--- config.mk ---
export PLATFORM = sky130hd
export DESIGN_NAME = omsp_spm_cmd_seq
export DESIGN_NICKNAME = d
export VERILOG_FILES = /design/src/rtl/omsp_spm_cmd_seq.sv
export SDC_FILE = /design/constraint.sdc
export NUM_CORES = 1
export LEC_CHECK = 0
export ABC_CLOCK_PERIOD_IN_PS = 2400
export CELL_PAD_IN_SITES_DETAIL_PLACEMENT = 0
export CELL_PAD_IN_SITES_GLOBAL_PLACEMENT = 1
export CORE_MARGIN = 2
export CORE_UTILIZATION = 35
export CTS_CLUSTER_SIZE = 14
export DETAILED_ROUTE_END_ITERATION = 16
export PLACE_DENSITY = 0.79
export SETUP_SLACK_MARGIN = 0.5
export SYNTH_ARGS = -nofsm -noshare
export SYNTH_HDL_FRONTEND = slang
export SYNTH_SLANG_ARGS = --single-unit
--- constraint.sdc ---
create_clock -name mclk -period 2.4 [get_ports mclk]
set_input_delay 0.24 -clock mclk [delete_from_list [all_inputs] [get_ports mclk]]
set_output_delay 0.24 -clock mclk [all_outputs]
set_load 0.02 [all_outputs]
--- src/rtl/omsp_spm_cmd_seq.sv ---
// SPM command sequencer: runs protect / unprotect / verify commands against the
// SPM control array and streams the KDF-derived module key into key storage.
module omsp_spm_cmd_seq #(
    parameter int unsigned KEY_IDX_SIZE = 2,
    parameter int unsigned KEY_WORDS    = 4,
    parameter int unsigned TIMEOUT      = 255
) (
    input  logic                    mclk,
    input  logic                    puc_rst,
    input  logic                    cmd_valid,
    output logic                    cmd_ready,
    input  logic [1:0]              cmd_op,
    input  logic                    sm_executing,
    input  logic                    spm_violation,
    input  logic                    verify_match,
    output logic                    update_spm,
    output logic                    enable_spm,
    output logic                    verify_spm,
    output logic                    kdf_req,
    input  logic                    kdf_ack,
    input  logic                    kdf_word_valid,
    input  logic [15:0]             kdf_word,
    output logic                    write_key,
    output logic [15:0]             key_in,
    output logic [KEY_IDX_SIZE-1:0] key_idx,
    output logic                    busy,
    output logic                    done,
    output logic [2:0]              status
);

    localparam int unsigned TMO_W = 8;
    localparam int unsigned CNT_W = KEY_IDX_SIZE + 1;

    localparam logic [1:0] OP_PROTECT   = 2'b00;
    localparam logic [1:0] OP_UNPROTECT = 2'b01;
    localparam logic [1:0] OP_VERIFY    = 2'b10;

    localparam logic [2:0] ST_OK          = 3'b000;
    localparam logic [2:0] ST_VIOLATION   = 3'b001;
    localparam logic [2:0] ST_DENIED      = 3'b010;
    localparam logic [2:0] ST_VERIFY_FAIL = 3'b011;
    localparam logic [2:0] ST_TIMEOUT     = 3'b100;

    typedef enum logic [2:0] {
        S_IDLE,
        S_UPDATE,
        S_CHECK,
        S_KDF_REQ,
        S_KEY_WR,
        S_VERIFY,
        S_VCHECK,
        S_DONE
    } state_t;

    state_t                  state_q, state_d;
    logic [1:0]              op_q, op_d;
    logic [2:0]              status_q, status_d;
    logic [TMO_W-1:0]        tmo_q, tmo_d;
    logic [TMO_W-1:0]        tmo_inc;
    logic                    tmo_hit;
    logic [KEY_IDX_SIZE-1:0] key_idx_q, key_idx_d;
    logic [CNT_W-1:0]        wcnt_q, wcnt_d;
    logic [15:0]             key_in_q, key_in_d;
    logic                    write_key_q, write_key_d;
    logic                    last_write;

    assign tmo_inc    = tmo_q + TMO_W'(1);
    assign tmo_hit    = (tmo_inc == TMO_W'(TIMEOUT));
    assign last_write = write_key_q && (key_idx_q == KEY_IDX_SIZE'(KEY_WORDS - 1));

    // State register and datapath registers
    always_ff @(posedge mclk or posedge puc_rst) begin
        if (puc_rst) begin
            state_q     <= S_IDLE;
            op_q        <= 2'b00;
            status_q    <= ST_OK;
            tmo_q       <= '0;
            key_idx_q   <= '0;
            wcnt_q      <= '0;
            key_in_q    <= 16'h0000;
            write_key_q <= 1'b0;
        end else begin
            state_q     <= state_d;
            op_q        <= op_d;
            status_q    <= status_d;
            tmo_q       <= tmo_d;
            key_idx_q   <= key_idx_d;
            wcnt_q      <= wcnt_d;
            key_in_q    <= key_in_d;
            write_key_q <= write_key_d;
        end
    end

    // Next-state and datapath update
    always_comb begin
        state_d     = state_q;
        op_d        = op_q;
        status_d    = status_q;
        tmo_d       = tmo_q;
        key_idx_d   = key_idx_q;
        wcnt_d      = wcnt_q;
        key_in_d    = key_in_q;
        write_key_d = 1'b0;

        unique case (state_q)
            S_IDLE: begin
                if (cmd_valid) begin
                    op_d = cmd_op;
                    unique case (cmd_op)
                        OP_PROTECT: state_d = S_UPDATE;
                        OP_UNPROTECT: begin
                            if (sm_executing) begin
                                state_d = S_UPDATE;
                            end else begin
                                state_d  = S_DONE;
                                status_d = ST_DENIED;
                            end
                        end
                        OP_VERIFY: state_d = S_VERIFY;
                        default: begin
                            state_d  = S_DONE;
                            status_d = ST_DENIED;
                        end
                    endcase
                end
            end

            S_UPDATE: state_d = S_CHECK;

            S_CHECK: begin
                if (spm_violation) begin
                    state_d  = S_DONE;
                    status_d = ST_VIOLATION;
                end else if (op_q == OP_UNPROTECT) begin
                    state_d  = S_DONE;
                    status_d = ST_OK;
                end else begin
                    state_d   = S_KDF_REQ;
                    tmo_d     = '0;
                    key_idx_d = '0;
                    wcnt_d    = '0;
                end
            end

            // A word presented together with the ack is deliberately dropped
            S_KDF_REQ: begin
                if (kdf_ack) begin
                    state_d = S_KEY_WR;
                    tmo_d   = '0;
                end else if (tmo_hit) begin
                    state_d  = S_DONE;
                    status_d = ST_TIMEOUT;
                end else begin
                    tmo_d = tmo_inc;
                end
            end

            // Capture a word, then strobe it one cycle later with the index it belongs to
            S_KEY_WR: begin
                if (kdf_word_valid && (wcnt_q < CNT_W'(KEY_WORDS))) begin
                    key_in_d    = kdf_word;
                    write_key_d = 1'b1;
                    wcnt_d      = wcnt_q + CNT_W'(1);
                end
                if (write_key_q) begin
                    key_idx_d = key_idx_q + KEY_IDX_SIZE'(1);
                end
                if (last_write) begin
                    state_d  = S_DONE;
                    status_d = ST_OK;
                end else if (kdf_word_valid) begin
                    tmo_d = '0;
                end else if (tmo_hit) begin
                    state_d  = S_DONE;
                    status_d = ST_TIMEOUT;
                end else begin
                    tmo_d = tmo_inc;
                end
            end

            S_VERIFY: state_d = S_VCHECK;

            S_VCHECK: begin
                state_d  = S_DONE;
                status_d = verify_match ? ST_OK : ST_VERIFY_FAIL;
            end

            S_DONE: state_d = S_IDLE;

            default: state_d = S_IDLE;
        endcase
    end

    // Strobes decode directly from the state register
    assign cmd_ready  = (state_q == S_IDLE);
    assign busy       = (state_q != S_IDLE);
    assign update_spm = (state_q == S_UPDATE);
    assign enable_spm = (state_q == S_UPDATE) && (op_q == OP_PROTECT);
    assign verify_spm = (state_q == S_VERIFY);
    assign kdf_req    = (state_q == S_KDF_REQ);
    assign done       = (state_q == S_DONE);
    assign write_key  = write_key_q;
    assign key_in     = key_in_q;
    assign key_idx    = key_idx_q;
    assign status     = status_q;

endmodule

# Yosys cells after proc, flatten, opt, wreduce, memory -nomap -nowiden
# Index checks and enable logic that the tools add are counted.
# W data, S select, Z words.
# totals
register_bits,38
out_inout_bits,29
wordCells,91
latchBits,0
memories,0
mem_bits_ro,0
in_bits,26
ram_bits,0
# op_classes
order_cmp,1
mux,38
bitwise,0
reduce_logical,18
eq_ne,23
div_mod_pow,0
n_mul,0
shift,0
add_sub_neg,3
# ops
cell,count
$mux W3,19
$mux W8,6
$pmux W3 S8,1
$pmux W8 S3,1
$ne A2 B2 Y1 const B,8
$pmux W3 S5,1
$eq A3 B3 Y1 const B,4
$pmux W3 S2,2
$reduce_and A4 Y1,3
$ne A3 B3 Y1 const B,3
$pmux W3 S3,1
$add A8 B1 Y8 const B,1
$eq A8 B8 Y1 const B,1
$mux W2,4
$reduce_and A7 Y1,1
$eq A3 B2 Y1 const B,2
$reduce_and A2 Y1,3
$reduce_bool A3 Y1,2
$reduce_bool A5 Y1,1
$eq A2 B1 Y1 const B,2
$eq A2 B2 Y1 const B,2
$logic_not A2 Y1,2
$pmux W2 S2,1
$add A3 B1 Y3 const B,1
other kinds (8),11

# Depth between registers and ports, before layout
# Gate-level depths: netlist of the first run.
# logic_depth
word_depth,6
ltp_mapped,7
mapped_depth_nobuf,6

# Worst setup path after synthesis of the first run
# OpenSTA, ideal clock, no wires.
# synth_timing
path_type,register to output
start,register state_q[0]
end,output port enable_spm
t_arrival_ns,1.730
path_buffers,1
slack_ns,0.430
path_stages_with_launch,5
cell_sequence,dfrtp_1 buf_2 inv_1 nor3_1 nor3b_1
# synth_between
elab_chain_cells,2
# synth_rtl
element,line_no,rtl
start: declaration,55,"state_t state_q, state_d;"
start signal: assignment,83,state_q <= state_d;
$eq A3 B1 Y1,-,
named net update_spm,16,"output logic update_spm,"
$logic_and A1 B1 Y1,198,assign enable_spm = (state_q == S_UPDATE) && (op_q == OP_PROTECT);
end: declaration,17,"output logic enable_spm,"
# The timed path passes the listed nets, and every way through them passes these cells.

# Worst setup path after layout of the first run
# layout_timing
start,register state_q[1]
end,register tmo_q[6]
# layout_between
elab_chain_cells,3
word_cells_on_any_way,9
classes_between,eq/ne: 6; mux: 1; reduce/logical: 2
# layout_rtl
element,line_no,rtl
$eq A3 B2 Y1 / $eq A3 B3 Y1 (equally long branches),105,unique case (state_q)
$ne A2 B2 Y1 (no source line) / $reduce_bool A3 Y1 (equally long branches),-,
$reduce_and A4 Y1 (no source line),-,
end signal: assignment,86,tmo_q <= tmo_d;
end: declaration,58,"logic [TMO_W-1:0] tmo_q, tmo_d;"
# Several ways; a longest one is shown, not always the timed one.
# A chain may end at the register's enable or synchronous reset.

==> run_results.csv, run 1 <==
group,metric,value,unit
detailed_routing,dr_total_vias,1706,
critical_path,path_max_fanout,7,
logic_synthesis,synth_seq_cells,38,
sta,fin_crit_sh,79.46,%
placed_design,gp_congestion,0.7808,
sta,finClkSkew,0.005969,ns
logic_synthesis,synth-edff-count,0,
detailed_routing,drc,0,
clocking,cts_tree,"built",
sta,holdWs,0.3636,ns
grt,grt_antenna_before_repair,0,
finish,syn2layout_area_growth,52.18,%
grt,grt_pass1_wl,7493,microns
clocking,cts-buffers-inserted,5,
critical_path,crit_type,"reg -> reg",
clocking,clk_pin_slew,0.07,ns
power,ir_worst_vdd,0.6074,mV
logic_synthesis,syn_area_per_cell,9.269,sq um
grt,grt-ovfl-total,0,
logic_synthesis,synth_nets,231,
grt,first_global_vias,1564,
detailed_routing,drtPass1Iterations,4,
logic_synthesis,ys_async_sr_fraction,100.0,%
logic_synthesis,synth_flop_cell,"dfrtp_1",
sta,fmax,524.4,MHz
clocking,cts-root-buf,"clkbuf_8",
floorplan,rows,26,
logic_synthesis,yosys_warnings,0,
sta,report.final.slew_viol_count,0,
critical_path,endpoint_kind,"register",
floorplan,io_pins,55,
placed_design,dpl.hpwl,2922,microns
clocking,clk_latency,0.29,ns
floorplan,fp.dieH,76.96,microns
sta,fin_tns_setup,0,ns
critical_path,critPathArrivalTime,2.10,ns
detailed_routing,postRouteWirelength,4446,microns
logic_synthesis,synth_cells,201,
detailed_routing,viasPerCell,4.874,
run,drv_cap,0,
floorplan,coreArea,5107,sq um
sta,tightestPinTransition,0.4810,ns
clocking,hold_buffers,0,
grt,track_usage,15.89,%
sta,maxSlewHeadroom,67.93,%
detailed_routing,postRouteAntennaNets,0,
floorplan,start_util,36.48,%
critical_path,worstSetupStartpointType,"register",
sta,setup_viol,0,
outcome,status,"complete, no violations",
grt,grt_max_degree,39,
min_path,worstHoldPathType,"in -> async",
clocking,numClockSinks,38,
logic_synthesis,yosysSeqAreaShare,51.04,%
finish,fin_nets,310,
power,p_per_area,1144,nW/um^2
floorplan,die-area,5923,sq um
finish,layout-drive-gt1-share,18.21,%
finish,antennaDiodeCount,0,
placed_design,port_buffers,54,
power,power_leakage,1.287,nW
sta,finalCriticalPeriod,1.907,ns
clocking,cts_max_level,2,
floorplan,die_x,76.96,microns
detailed_routing,routedWlPerCell,12.70,microns
logic_synthesis,syn_area,1863,sq um
clocking,ctsLongestPathBuffers,2,
critical_path,required,2.59,ns
sta,rsz0062_at_grt,"true",
sta,hold_viol_final,0,
detailed_routing,drtIter0Drc,83,
logic_synthesis,ys_types,40,
==> final cells by class <==
| type | instances | area (sq um) |
|---|---|---|
| clock buffers | 6 | 82.58 |
| clock inverters | 1 | 30.03 |
| fillers | 489 | 2272 |
| inverters | 8 | 33.78 |
| multi-input cells | 148 | 907.1 |
| flip-flops and latches | 38 | 955.9 |
| well taps | 70 | 87.58 |
| repair buffers | 79 | 738.2 |
==> cells in the final DEF (no fill, tap or decap), types with 2 or more instances in the layout <==
master	instances
a21oi_1	5
a32o_1	3
buf_12	2
buf_4	22
clkbuf_8	6
clkdlybuf4s50_1	47
dfrtp_1	34
dfrtp_2	4
dlygate4sd2_1	5
ha_1	3
inv_1	7
mux2_2	2
nand2_1	57
nand2b_1	5
nand3_1	7
nor2_1	10
nor2b_1	3
nor3_1	3
nor4_1	2
o211a_1	2
o211ai_1	2
o21ai_0	15
o21ai_1	2
o31ai_4	2
or3_1	2
xnor2_1	2
==> cells by family (layout without fill, tap and decap cells) <==
group,count (synthesis),count (layout),share of synthesized area (%)
fa+ha+maj,4,4,2.686
simple gates,97,97,23.44
compound gates,43,43,17.19
xor+xnor,2,2,0.9404
mux,2,2,1.209
flops,38,38,51.04
buf+inv,15,94,3.493
==> sequential cells by signal, indices dropped and copies added, names as in the netlist <==
signal	cells
key_in	16
tmo_q	8
state_q	3
status	3
wcnt_q	3
key_idx	2
op_q	2
write_key	1
==> path summary, 6_finish.rpt <==
kind,to,slack [ns],startpoint,cells after the start
max in group asynchronous,state_q[2],1.66,puc_rst,3
max,tmo_q[6],0.49,state_q[1],5
min in group mclk,key_in[4],0.47,key_in[4],2
max reg2reg,tmo_q[6],0.49,state_q[1],5
min reg2reg,key_in[4],0.47,key_in[4],2
min,tmo_q[4],0.36,puc_rst,3
==> layer usage <==
layer	track usage, %	part of all wire [%]	vias to the layer above
met2	25.09	48	37
met4	4.364	0.88	0
li1	-	-	852
met3	4.471	3.6	4
met5	0	0	-
met1	21.42	47	813
==> cells in the mapped netlist, drive strengths merged, types with 2 or more instances <==
| library cell | n | share of area [%] |
|---|---|---|
| inv | 7 | 1.4 |
| nor3 | 3 | 0.81 |
| o211a | 2 | 1.1 |
| nor4 | 2 | 0.67 |
| o41ai | 2 | 1.3 |
| a21oi | 6 | 2.2 |
| nand2 | 57 | 11 |
| dfrtp | 38 | 51 |
| buf | 5 | 1.5 |
| ha | 4 | 2.7 |
| mux2 | 2 | 1.2 |
| o211ai | 2 | 0.81 |
| xnor2 | 2 | 0.94 |
| o21ai | 17 | 4.6 |
| a32o | 3 | 1.6 |
| or3 | 3 | 1.0 |
| nand3 | 7 | 1.9 |
| a31oi | 2 | 1.5 |
| clkbuf | 2 | 0.40 |
| nor2b | 4 | 1.3 |
| o31ai | 3 | 1.2 |
| nor2 | 10 | 2.0 |
| nand2b | 5 | 1.7 |
==> what timing repair did <==
action | CTS | global route
gates cloned | 0 | 0
hold endpoints to repair | 0 | 0
buffers inserted | 6 | 13
gates resized for setup | 12 | 13
pin swaps | 0 | 5
setup endpoints to repair | 17 | 19
==> through the flow <==
step | cell area (sq um) | worst slack (ns) | utilization (%) | std cells | total power, mW
finish | 2835 | 0.4930 | 55.51 | 350 | 3.244
global route | 2835 | 0.4434 | 55.51 | 350 | 3.479
CTS | 2678 | 0.4985 | 52.43 | 337 | 3.091
detailed placement | 2511 | 0.2536 | 49.17 | 324 | 2.464
global placement | 2511 | 0.3590 | 49.17 | 324 | 2.453
floorplan | 1883 | 0.5208 | - | 201 | 1.896
==> where the power goes <==
group	switching [mW]	internal (mW)
Combinational	0.831	0.827
Clock	0.219	0.332
Sequential	0.164	0.870
Total	1.21	2.03
==> worst max-delay path, cell delays in order, from the launching register on <==
cell and delay (ns):
dfrtp_2 0.45, or3b_4 0.43, a21oi_4 0.20, a31oi_4 0.07
or3_4 0.45, o41ai_2 0.21
(Power assumes the default switching activity.)
==> run 2: changes to the inputs <==
Settings changed: ABC_CLOCK_PERIOD_IN_PS 2400 to 1650, CORE_UTILIZATION 35 to 31, PLACE_DENSITY 0.79 to 0.74.
Clock period 2.4 ns to 1.65 ns, I/O delays scaled along.
==> run 2 against run 1 <==
Against the previous run:
- maximum frequency up 7.6%
- via count up 8.1%
- worst hold slack worse by 0.14 ns
- the flow now finishes with violations (setup timing)
- clock power up 46%
- critical path depth up 1
- critical path type unchanged
- clock skew down 0.0022 ns
- first-iteration DRC count up 4.8%
- global-route usage up 0.25 points
- non-clock buffer count up 29
- sequential share of layout area down 2.8 points
==> run_results.csv, run 2 (synthesis results as in run 1) <==
group,metric,value,unit
sta,holdWs,0.2257,ns
detailed_routing,viasPerCell,4.802,
detailed_routing,dr_total_vias,1844,
critical_path,path_cells,"buf_4 > or3_4 > a31oi_4 > a2111oi_4 > buf_4 > a32o_1",
finish,fin_nets,339,
grt,first_global_vias,1856,
critical_path,timing.rr.start,"state_q[1]",
grt,busiest_layer,"met2",
grt,use_met3,4.505,%
floorplan,coreArea,5851,sq um
placed_design,dpl.hpwl,3642,microns
outcome,status,"complete, but fails checks",
detailed_routing,postRouteWirelength,4976,microns
grt,grt-ovfl-total,0,
clocking,ctsLongestPathBuffers,2,
sta,timing.final.ws_setup,-0.1222,ns
critical_path,crit_type,"reg -> reg",
power,p_per_area,1631,nW/um^2
critical_path,endpoint_kind,"register",
power,power_leakage,1.488,nW
grt,grt_util_met1,20.28,%
floorplan,die-area,6646,sq um
sta,maxSlewHeadroom,76.75,%
grt,track_usage,16.14,%
critical_path,worst-path-buf-inv,2,
critical_path,slowest_stage,"or3_4",
critical_path,worstSetupStartpointType,"register",
clocking,clk_latency,0.29,ns
sta,rsz0062_at_grt,"true",
sta,tightestPinTransition,0.3461,ns
critical_path,r2r_cells,6,
clocking,cts-buffers-inserted,5,
sta,fin_crit_sh,107.4,%
critical_path,required,1.83,ns
outcome,failed_checks,"setup timing",
detailed_routing,routedWlPerCell,12.96,microns
critical_path,cp_top_family,"compound AO/OA/AOI/OAI gates",
run,drv_cap,0,
placed_design,port_buffers,54,
detailed_routing,drtIter0Drc,87,
sta,setup_viol,27,
finish,final_common_cell,"nand2_1",
finish,largest_register_ffs,16,
clocking,cts-root-buf,"clkbuf_8",
sta,hold_viol_final,0,
sta,fin_tns_setup,-0.9682,ns
floorplan,fp.dieH,81.52,microns
critical_path,path_max_fanout,8,
critical_path,max_stage_delay,0.41,ns
critical_path,crit_top_cell,"buf_4",
finish,layout-drive-gt1-share,41.10,%
floorplan,die_x,81.52,microns
clocking,hold_buffers,0,
floorplan,io_pins,55,
clocking,numClockSinks,38,
critical_path,regToRegSetupSlack,-0.12,ns
grt,grt_pass1_wl,8142,microns
clocking,clk_pin_slew,0.07,ns
finish,antennaDiodeCount,0,
floorplan,rows,28,
finish,syn2layout_area_growth,65.08,%
min_path,worstHoldPathType,"in -> async",
placed_design,gp_congestion,0.8606,
power,total_power,5.016,mW
sta,finClkSkew,0.003731,ns
detailed_routing,drtPass1Iterations,4,
finish,final_cell_mix,"55 x nand2_1, 52 x buf_4, 38 x dfrtp_1",
detailed_routing,postRouteAntennaNets,0,
sta,report.final.slew_viol_count,0,
critical_path,critPathArrivalTime,1.95,ns
grt,grt_antenna_before_repair,0,
power,ir_worst_vdd,0.7939,mV
clocking,cts_tree,"built",
floorplan,start_util,31.84,%
clocking,cts_max_level,2,
sta,fmax,564.3,MHz
detailed_routing,drc,0,
critical_path,r2r_end,"status[1]",
finish,fin_util,52.57,%
grt,grt_max_degree,39,
grt,grt_use_met2,27.05,%
sta,finalCriticalPeriod,1.772,ns
## run 2: cell types whose count changed in the layout (fill, tap and decap cells not counted), moves of 3 or more
| cell | change |
|---|---|
| nor3_1 | -3 |
| clkbuf_2 | +18 |
| buf_4 | +30 |
| nor3_2 | +3 |
| dfrtp_1 | +4 |
| clkdlybuf4s50_1 | -22 |
| dfrtp_2 | -4 |
| inv_1 | -4 |
| dlygate4sd2_1 | -5 |
| buf_6 | +9 |
## run 2: repair_timing
action / in CTS / in global routing
pin swaps: 4 / 2
setup buffers: 2 / 2
resized for setup: 108 / 38
cloned: 1 / 0
endpoints found under the setup margin: 67 / 67
## run 2: worst max path at each step
| stage | from | end | slack [ns] | depth (start not counted) |
|---|---|---|---|---|
| global route | tmo_q[0] | state_q[1] | -0.21 | 8 |
| finish | state_q[1] | status[1] | -0.12 | 6 |
| detailed placement | spm_violation | tmo_q[3] | -0.22 | 6 |
| floorplan | state_q[2] | tmo_q[6] | -0.21 | 6 |
| global placement | spm_violation | tmo_q[3] | -0.17 | 6 |
| CTS | state_q[2] | status[0] | -0.08 | 6 |
## run 2: layout make-up
| class | instances | area, sq um |
|---|---|---|
| fill | 552 | 2775 |
| multi-input combinational | 148 | 998.5 |
| sequential | 38 | 950.9 |
| timing repair buffer | 108 | 882.1 |
| tap | 75 | 93.84 |
| clock buffer | 6 | 82.58 |
| inverter | 8 | 37.54 |
| clock inverter | 1 | 30.03 |
## run 2: metrics by stage
stage                     cell area [sq um]  setup slack, ns  cells
final                                  3075          -0.1222    384
after global routing                   3075          -0.2053    384
after CTS                              3072         -0.07961    382
after detailed placement               2889          -0.2166    372
after global placement                 2889          -0.1725    372
after floorplan                        1923          -0.2128    201
## run 2: per-layer routing
layer  up-vias  share of wire (%)
met5         -                  0
met4         0                1.3
met3         6                3.5
met2        32                 52
met1       898                 43
li1        908                  -
## run 2: power breakdown
group          internal (mW)  leakage [nW]  switching, mW
combinational           1.32         0.941           1.44
clock                  0.484        0.0573          0.323
sequential              1.26         0.490          0.190
## run 2: tightest hold or removal path, stage by stage
cell             delay, ns
clkdlybuf4s50_1       0.40
inv_1                 0.09
buf_12                0.23
==> run 3: changes to the inputs <==
Settings changed: HOLD_SLACK_MARGIN set to 0.15.
==> results of run 3 <==
The final DEF is identical to that of run 2; final timing and power are the same.
